### config.mk
export PLATFORM = sky130hd
export DESIGN_NAME = rotate_sequencer_flat
export DESIGN_NICKNAME = d
export VERILOG_FILES = /design/src/rtl/rotate_sequencer_if.sv /design/src/rtl/rotate_sequencer.sv /design/src/flat_wrapper.sv
export SDC_FILE = /design/constraint.sdc
export NUM_CORES = 1
export LEC_CHECK = 0
export ABC_CLOCK_PERIOD_IN_PS = 2100
export BUFFER_PORTS_ARGS = -buffer_cell sky130_fd_sc_hd__buf_2
export CAP_MARGIN = 20
export CORE_MARGIN = 2
export CORE_UTILIZATION = 45
export CTS_CLUSTER_DIAMETER = 120
export DETAILED_ROUTE_END_ITERATION = 16
export PLACE_DENSITY_LB_ADDON = 0.2
export SLEW_MARGIN = 0
export SYNTH_ARGS = -nofsm -noshare
export SYNTH_HDL_FRONTEND = slang
export SYNTH_SLANG_ARGS = --single-unit
### constraint.sdc
create_clock -name clk -period 2.1 [get_ports clk]
set_input_delay 0.42 -clock clk [delete_from_list [all_inputs] [get_ports clk]]
set_output_delay 0.42 -clock clk [all_outputs]
set_load 0.01 [all_outputs]
### src/rtl/rotate_sequencer_if.sv
// Bundle between rotate_sequencer, its requester and the external 4-bit rotator.
// The master side stands for the requester and also supplies the rotator result.
interface rotate_sequencer_if #(
  parameter int CNT_W = 4
);
  logic             start;
  logic [3:0]       data_in;
  logic [CNT_W-1:0] count;
  logic             dir;
  logic [3:0]       rot_a;
  logic [1:0]       rot_shift;
  logic [3:0]       rot_y;
  logic             busy;
  logic             done;
  logic [3:0]       result;

  modport master (
    output start, data_in, count, dir, rot_y,
    input  rot_a, rot_shift, busy, done, result
  );

  modport slave (
    input  start, data_in, count, dir, rot_y,
    output rot_a, rot_shift, busy, done, result
  );
endinterface

### src/rtl/rotate_sequencer.sv
// Multi-cycle rotate controller: feeds an external 0..3 right rotator repeatedly
// until the requested count is consumed, then pulses done with the final word.
module rotate_sequencer #(
  parameter int CNT_W = 4
) (
  input  logic                clk,
  input  logic                rst_n,
  rotate_sequencer_if.slave   bus
);

  typedef enum logic [1:0] {
    S_IDLE,
    S_RUN,
    S_DONE
  } state_t;

  state_t           r_state;
  state_t           w_next_state;
  logic [3:0]       r_word;
  logic [CNT_W-1:0] r_rem;
  logic             r_dir_q;
  logic [3:0]       r_result;

  logic [1:0]       w_step;
  logic [CNT_W-1:0] w_rem_next;
  logic [1:0]       w_run_shift;

  // Step size is capped at 3 because the rotator only reaches 0..3 positions.
  always_comb begin
    w_step = 2'd0;
    if (r_rem >= CNT_W'(3)) w_step = 2'd3;
    else                    w_step = r_rem[1:0];
  end

  assign w_rem_next  = r_rem - CNT_W'(w_step);
  // A left rotate by k is the same as a right rotate by (4-k) mod 4.
  assign w_run_shift = r_dir_q ? 2'(2'd0 - w_step) : w_step;

  // NOTE: every signal written here gets a default first so no latch is inferred.
  always_comb begin
    w_next_state = r_state;
    unique case (r_state)
      S_IDLE: begin
        if (bus.start) begin
          w_next_state = (bus.count == '0) ? S_DONE : S_RUN;
        end
      end
      S_RUN: begin
        if (w_rem_next == '0) w_next_state = S_DONE;
      end
      S_DONE:  w_next_state = S_IDLE;
      default: w_next_state = S_IDLE;
    endcase
  end

  // NOTE: sequential state uses non-blocking assignments so all registers
  // update together from pre-edge values.
  always_ff @(posedge clk or negedge rst_n) begin
    if (!rst_n) begin
      r_state <= S_IDLE;
    end else begin
      r_state <= w_next_state;
    end
  end

  always_ff @(posedge clk or negedge rst_n) begin
    if (!rst_n) begin
      r_word   <= 4'd0;
      r_rem    <= '0;
      r_dir_q  <= 1'b0;
      r_result <= 4'd0;
    end else begin
      unique case (r_state)
        S_IDLE: begin
          if (bus.start) begin
            r_word  <= bus.data_in;
            r_rem   <= bus.count;
            r_dir_q <= bus.dir;
            // A zero count goes straight to DONE, so result is the captured word.
            if (bus.count == '0) r_result <= bus.data_in;
          end
        end
        S_RUN: begin
          r_word <= bus.rot_y;
          r_rem  <= w_rem_next;
          if (w_rem_next == '0) r_result <= bus.rot_y;
        end
        default: ;
      endcase
    end
  end

  assign bus.rot_a     = r_word;
  assign bus.rot_shift = (r_state == S_RUN) ? w_run_shift : 2'd0;
  assign bus.busy      = (r_state != S_IDLE);
  assign bus.done      = (r_state == S_DONE);
  assign bus.result    = r_result;

endmodule
### src/flat_wrapper.sv
// flat-port wrapper written by rule: the top's interface ports become plain ports
module rotate_sequencer_flat 
#(
  parameter int CNT_W = 4
)
  (clk, rst_n, bus_start, bus_data_in, bus_count, bus_dir, bus_rot_y, bus_rot_a, bus_rot_shift, bus_busy, bus_done, bus_result);
  rotate_sequencer_if #(.CNT_W(CNT_W)) bus_i ();
  input  logic clk;
  input  logic rst_n;
  input wire logic [$bits(bus_i.start)-1:0] bus_start;
  input wire logic [$bits(bus_i.data_in)-1:0] bus_data_in;
  input wire logic [$bits(bus_i.count)-1:0] bus_count;
  input wire logic [$bits(bus_i.dir)-1:0] bus_dir;
  input wire logic [$bits(bus_i.rot_y)-1:0] bus_rot_y;
  output wire logic [$bits(bus_i.rot_a)-1:0] bus_rot_a;
  output wire logic [$bits(bus_i.rot_shift)-1:0] bus_rot_shift;
  output wire logic [$bits(bus_i.busy)-1:0] bus_busy;
  output wire logic [$bits(bus_i.done)-1:0] bus_done;
  output wire logic [$bits(bus_i.result)-1:0] bus_result;
  assign bus_i.start = bus_start;
  assign bus_i.data_in = bus_data_in;
  assign bus_i.count = bus_count;
  assign bus_i.dir = bus_dir;
  assign bus_i.rot_y = bus_rot_y;
  assign bus_rot_a = bus_i.rot_a;
  assign bus_rot_shift = bus_i.rot_shift;
  assign bus_busy = bus_i.busy;
  assign bus_done = bus_i.done;
  assign bus_result = bus_i.result;
  rotate_sequencer #(.CNT_W(CNT_W)) u_core (.clk(clk), .rst_n(rst_n), .bus(bus_i));
endmodule
==> results of run 1 <==
==> cells in the final DEF (no fill, tap or decap) <==
master	count
buf_2	27
buf_4	18
dfrtp_1	13
a21oi_1	12
nor2b_1	10
o21ai_0	10
mux2_2	5
a22oi_1	5
mux2_4	4
and2b_2	3
nand2_1	3
clkbuf_4	3
mux2i_1	2
nor3_1	2
nor2_1	2
and3b_1	2
nor3b_1	2
dfrtp_2	2
nor2_4	1
or2_4	1
o31a_1	1
nor2_2	1
inv_2	1
or2_2	1
or4_4	1
or3b_4	1
xor2_1	1
a32oi_2	1
a221oi_4	1
a21o_1	1
a211oi_1	1
nand2b_1	1
ha_4	1
clkinv_2	1
==> worst max-delay path, stage by stage (launching register included) <==
cell and delay, ns:
dfrtp_1 0.40, nor2_4 0.07, or2_4 0.24, ha_4 0.22, and2b_2 0.22, a32oi_2 0.13, a221oi_4 0.31, buf_4 0.17
mux2_4 0.29
==> what timing repair did <==
item | 4_1_cts | 5_1_grt
endpoints found under the setup margin | 4 | 6
setup buffers | 4 | 2
cloned | 0 | 0
hold endpoints to repair | 0 | 0
pin swaps | 4 | 2
gates resized for setup | 3 | 1
==> routing by layer <==
layer / GRT usage / part of all wire / vias up
met2: 0.3662 / 0.50 / 18
met5: 0 / 0 / -
met4: 0.1036 / 0.016 / 0
met3: 0.02083 / 0.026 / 4
met1: 0.2630 / 0.46 / 433
li1: - / - / 440
==> cells in the mapped netlist <==
cell type and n:
nor3b_1 2, a32oi_1 1, inv_1 1, or3b_4 1
and2b_2 3, nor2_1 4, nand2b_1 1, a22oi_1 5
buf_6 2, mux2i_1 2, nor3_1 2, clkbuf_1 5
a21o_1 1, or2_2 2, nor2b_1 10, a21oi_1 12
ha_1 1, a221oi_4 1, o31a_1 1, and3b_1 2
a211oi_1 1, dfrtp_1 15, nand2_1 3, or4_4 1
xor2_1 1, mux2_2 9, o21ai_0 10
==> worst paths after layout <==
| check | from | endpoint | slack, ns |
|---|---|---|---|
| setup / recovery | u_core.r_rem[2] | u_core.bus.result[3] | -0.04 |
| max in group asynchronous | rst_n | u_core.r_state[0] | 1.80 |
| setup reg to reg | u_core.r_rem[2] | u_core.bus.result[3] | -0.04 |
| hold reg to reg | u_core.bus.result[0] | u_core.bus.result[0] | 0.53 |
| hold / removal | rst_n | u_core.r_rem[1] | 0.02 |
| min in group clk | bus_dir | u_core.r_dir_q | 0.36 |
==> state kept, by name, indices dropped and copies added, names as in the netlist <==
name               cells
u_core.bus.rot_a       4
u_core.r_rem           4
u_core.r_state         2
u_core.bus.result      4
u_core.r_dir_q         1
==> power by group <==
group          total, mW  leakage [nW]  switching, mW  internal, mW
Clock              0.174        0.0177          0.104        0.0708
Combinational       1.60         0.421          0.705         0.896
Sequential         0.554         0.179          0.114         0.440
==> logic make-up (layout without fill, tap and decap cells) <==
group,count (synthesis),count (layout)
XOR/XNOR,1,1
buffers and inverters,8,50
adder cells (fa/ha/maj),1,1
AND/OR/NAND/NOR,31,31
AO/OA/AOI/OAI,32,32
flip-flops,15,15
multiplexers,11,11
==> through the flow <==
stage / total power, mW / cell area (µm²)
floorplan: 1.560 / 1010
CTS: 2.277 / 1292
global placement: 1.932 / 1227
global route: 2.510 / 1309
detailed placement: 1.978 / 1227
finish: 2.329 / 1309
==> area by class of cell <==
cell class / count / area (µm²) / share of cell area
clock buffers: 3 / 22.52 / 0.01721
well taps: 27 / 33.78 / 0.02581
repair buffers: 45 / 270.3 / 0.2065
clock inverters: 1 / 5.005 / 0.003824
flip-flops and latches: 15 / 377.9 / 0.2887
inverters: 1 / 3.754 / 0.002868
multi-input cells: 76 / 595.6 / 0.4551
==> flow_summary.toml, run 1 <==
[run_status]
status = "finished, violations left"
violations = "negative setup slack"

[placement]
preCtsSetupSlack_ns = -0.2753
hpwl_um = 1706
place.gp.congestion = 0.7880
io_buffers = 27
dp_cells = 158

[cells_and_area]
n_antenna_cell = 0
final_layout_size_suffix_gt1_frac = 0.5177
fin_util = 0.6538
fin_nets = 159
finalNonFillerCells = 168
area_growth_syn_to_layout_pct = 35.14
fillCellCount = 177

[clocking]
cts.sinks = 15
clockBufferDepth = 2
cts_buffers = 3
cts_tree = "done"
cts_root_buf = "clkbuf_4"
htreeDepth = 1
clkTransAtPathRegs_ns = 0.10
ctsHoldBuffers = 0
worstSkewPairLatency_ns = 0.29

[synth]
yosys_warnings = 0
synth_top_family_by_area = "compound AO/OA/AOI/OAI gates"
ys_top_cells_by_area = "dfrtp_1 (39%), mux2_2 (10%), nor2b_1 (6.5%)"
synth-simple-area-share = 0.2054
synth_cell_types = 27
synth_compound_area_frac = 0.2132
synth_fp_nets = 116
ys_ff_latch = 15
synth_fa_ha_area_frac = 0.01292
yosysTopAreaCellShare = 0.3876
syn_inst = 99
synth_xor_area_frac = 0.009044
avgSynthCellArea_um2 = 9.782
synthesis.area_um2 = 968.4
muxShareOfSynthArea = 0.1253
ys_seq_area_frac = 0.3876
yosys.area.top_type = "dfrtp_1"

[floorplanning]
die_h_um = 50.39
coreArea_um2 = 2002
rows = 16
io_pins = 28
die-area_um2 = 2539
initial_core_util = 0.4838
die_w_um = 50.39

[power]
cellPowerDensity_nw_per_um2 = 1780
p_leak_nw = 0.6176
vdd_drop_max_mv = 0.9233

[timing]
holdWs_ns = 0.01658
fmax_ghz = 0.4670
finalClockSkew_ns = 0.007014
tightest_slew_ns = 0.3461
slew_viol_final = 0
period_minus_slack_ns = 2.141
setup_ws_ns = -0.04129
slew_headroom = 0.7693
setup_viol = 4
tns_ns = -0.1567
min_period_over_period = 1.020
hold_viol = 0
rsz0062_at_grt = "yes"

[detailed_routing]
drtAntennaViolNets = 0
drc = 0
drt-initial-drc-count = 28
viasPerCell = 5.327
wl_per_cell_um = 14.59
drtPass1Iterations = 4
vias = 895
totalWireLength_um = 2451

[global_routing]
grt_overflow = 0
grt_pass1_wl_um = 4002
grt_pass1_vias = 850
antenna_found_initial = 0
grt_use_total = 0.2118
grt_max_degree = 16

[critical_path]
critical_path_class = "reg -> reg"
cp.arrival_ns = 2.32
worst-r2r-cell-count = 8
end_kind = "flop"
path_max_fanout = 4
critPathRequiredTime_ns = 2.28
start_kind = "flop"

[hold_path]
hp-class = "in -> async"

[run]
drv_cap = 0
Note: power is estimated with default switching activity, not from simulation.
==> inputs of run 2 (changes only) <==
--- a/config.mk
+++ b/config.mk
@@ -13,6 +13,7 @@
 export CTS_CLUSTER_DIAMETER = 120
 export DETAILED_ROUTE_END_ITERATION = 16
 export PLACE_DENSITY_LB_ADDON = 0.2
+export RECOVER_POWER = 25
 export SLEW_MARGIN = 0
 export SYNTH_ARGS = -nofsm -noshare
 export SYNTH_HDL_FRONTEND = slang
==> run 2 against run 1 <==
  * Register-to-register slack is essentially flat
  * Clock power about the same
  * Via count increased by 0.11%
  * The flow still finishes with violations (negative setup slack)
  * Routed wire length is essentially flat
  * Worst hold slack improved by 0.18 ns
  * Critical path type unchanged
  * Worst setup slack hardly changed
==> flow_summary.toml, run 2 (same netlist as run 1, synthesis figures left out) <==
[detailed_routing]
drtAntennaViolNets = 0
totalWireLength_um = 2453
drt-initial-drc-count = 28
vias = 896
viasPerCell = 5.333
wl_per_cell_um = 14.60
drtPass1Iterations = 4
drc = 0

[critical_path]
critPathRequiredTime_ns = 2.28
worst_path_max_delay_cell = "dfrtp_1"
critPathMaxStageDelay_ns = 0.40
cp.arrival_ns = 2.32
path_cells = "nor2_4, or2_4, ha_4, and2b_2, a32oi_2, a221oi_4, buf_4, mux2_4"
cp-startpoint = "u_core.r_rem[2]"
critical_path_class = "reg -> reg"
start_kind = "flop"
worstReg2RegStart = "u_core.r_rem[2]"
path_max_fanout = 4
end_kind = "flop"
path_delay_family = "simple AND/OR/NAND/NOR gates"
r2r-end = "u_core.bus.result[3]"
path_buf_inv = 1
worst-r2r-cell-count = 8
regToRegSetupSlack_ns = -0.04

[run_status]
violations = "negative setup slack"
status = "finished, violations left"

[timing]
slew_viol_final = 0
rsz0062_at_grt = "yes"
setup_ws_ns = -0.04132
slew_headroom = 0.4432
min_period_over_period = 1.020
period_minus_slack_ns = 2.141
tns_ns = -0.1575
holdWs_ns = 0.1935
setup_viol = 4
tightest_slew_ns = 0.8352
finalClockSkew_ns = 0.006831
fmax_ghz = 0.4670
hold_viol = 0

[floorplanning]
io_pins = 28
die_h_um = 50.39
rows = 16
die-area_um2 = 2539
coreArea_um2 = 2002
die_w_um = 50.39
initial_core_util = 0.4838

[clocking]
clockBufferDepth = 2
cts.sinks = 15
cts_buffers = 3
htreeDepth = 1
ctsHoldBuffers = 0
clkTransAtPathRegs_ns = 0.10
cts_root_buf = "clkbuf_4"
worstSkewPairLatency_ns = 0.29
cts_tree = "done"

[global_routing]
grt_overflow = 0
grt_pass1_vias = 850
grt_max_degree = 16
antenna_found_initial = 0
grt_pass1_wl_um = 4002
grt_use_total = 0.2118

[power]
vdd_drop_max_mv = 0.9233
pwr-share-clk = 0.075
p_switching_mw = 0.9224
p_leak_nw = 0.6148
power_switching_share = 0.3961
cellPowerDensity_nw_per_um2 = 1781
pwr-share-seq = 0.238
power_mw = 2.329
p_int_mw = 1.406
p_comb_frac = 0.687

[cells_and_area]
final_layout_size_suffix_gt1_frac = 0.5106
area_growth_syn_to_layout_pct = 35.01
layout_common_cells = "buf_2 (26), buf_4 (18), dfrtp_1 (13), a21oi_1 (12)"
final_area_um2 = 1308
fin_nets = 159
final_common_cell = "buf_2"
fin_util = 0.6531
n_antenna_cell = 0
finalNonFillerCells = 168

[placement]
place.gp.congestion = 0.7880
preCtsSetupSlack_ns = -0.2753
dp_cells = 158
dpl-instance-area_um2 = 1227
hpwl_um = 1706
io_buffers = 27

[run]
drv_cap = 0

[hold_path]
hp-class = "in -> async"
-- run 2: changes by cell type in the layout (fill, tap and decap cells not counted), sizes merged --
cell and delta:
buf -1, clkbuf +1
-- run 2: worst max path at each step --
stage	to	slack (ns)	cells after the start
after detailed placement	u_core.bus.result[1]	-0.28	5
after CTS	u_core.bus.result[1]	-0.04	8
after floorplan	u_core.bus.result[0]	-0.09	4
final	u_core.bus.result[3]	-0.04	8
after global routing	u_core.bus.result[3]	-0.13	8
after global placement	u_core.bus.result[2]	-0.25	5
-- run 2: final cells by class --
type                       instances  area, µm²
tap                               27      33.78
multi-input combinational         76      595.6
sequential                        15      377.9
clock buffer                       3      22.52
inverter                           1      3.754
fill                             178      694.4
timing repair buffer              45      269.0
clock inverter                     1      5.005
-- run 2: power by group through the flow --
stage	clock network [mW]	registers, mW	logic (mW)
2_1_floorplan	0	0.591	0.968
3_5_place_dp	0	0.545	1.43
3_3_place_gp	0	0.543	1.39
5_1_grt	0.194	0.579	1.74
6_report	0.175	0.554	1.60
4_1_cts	0.177	0.550	1.55
-- run 2: routing by layer --
metal,vias up,share of wire,track usage
met4,0,0.015,0.1036
met1,434,0.46,0.2630
met5,-,0,0
li1,440,-,-
met2,18,0.50,0.3662
met3,4,0.026,0.02083
-- run 2: repair_timing --
action,in CTS,in global routing
setup endpoints to repair,4,6
setup buffers,4,2
pin swaps,4,2
cloned,0,0
gates resized for setup,3,1
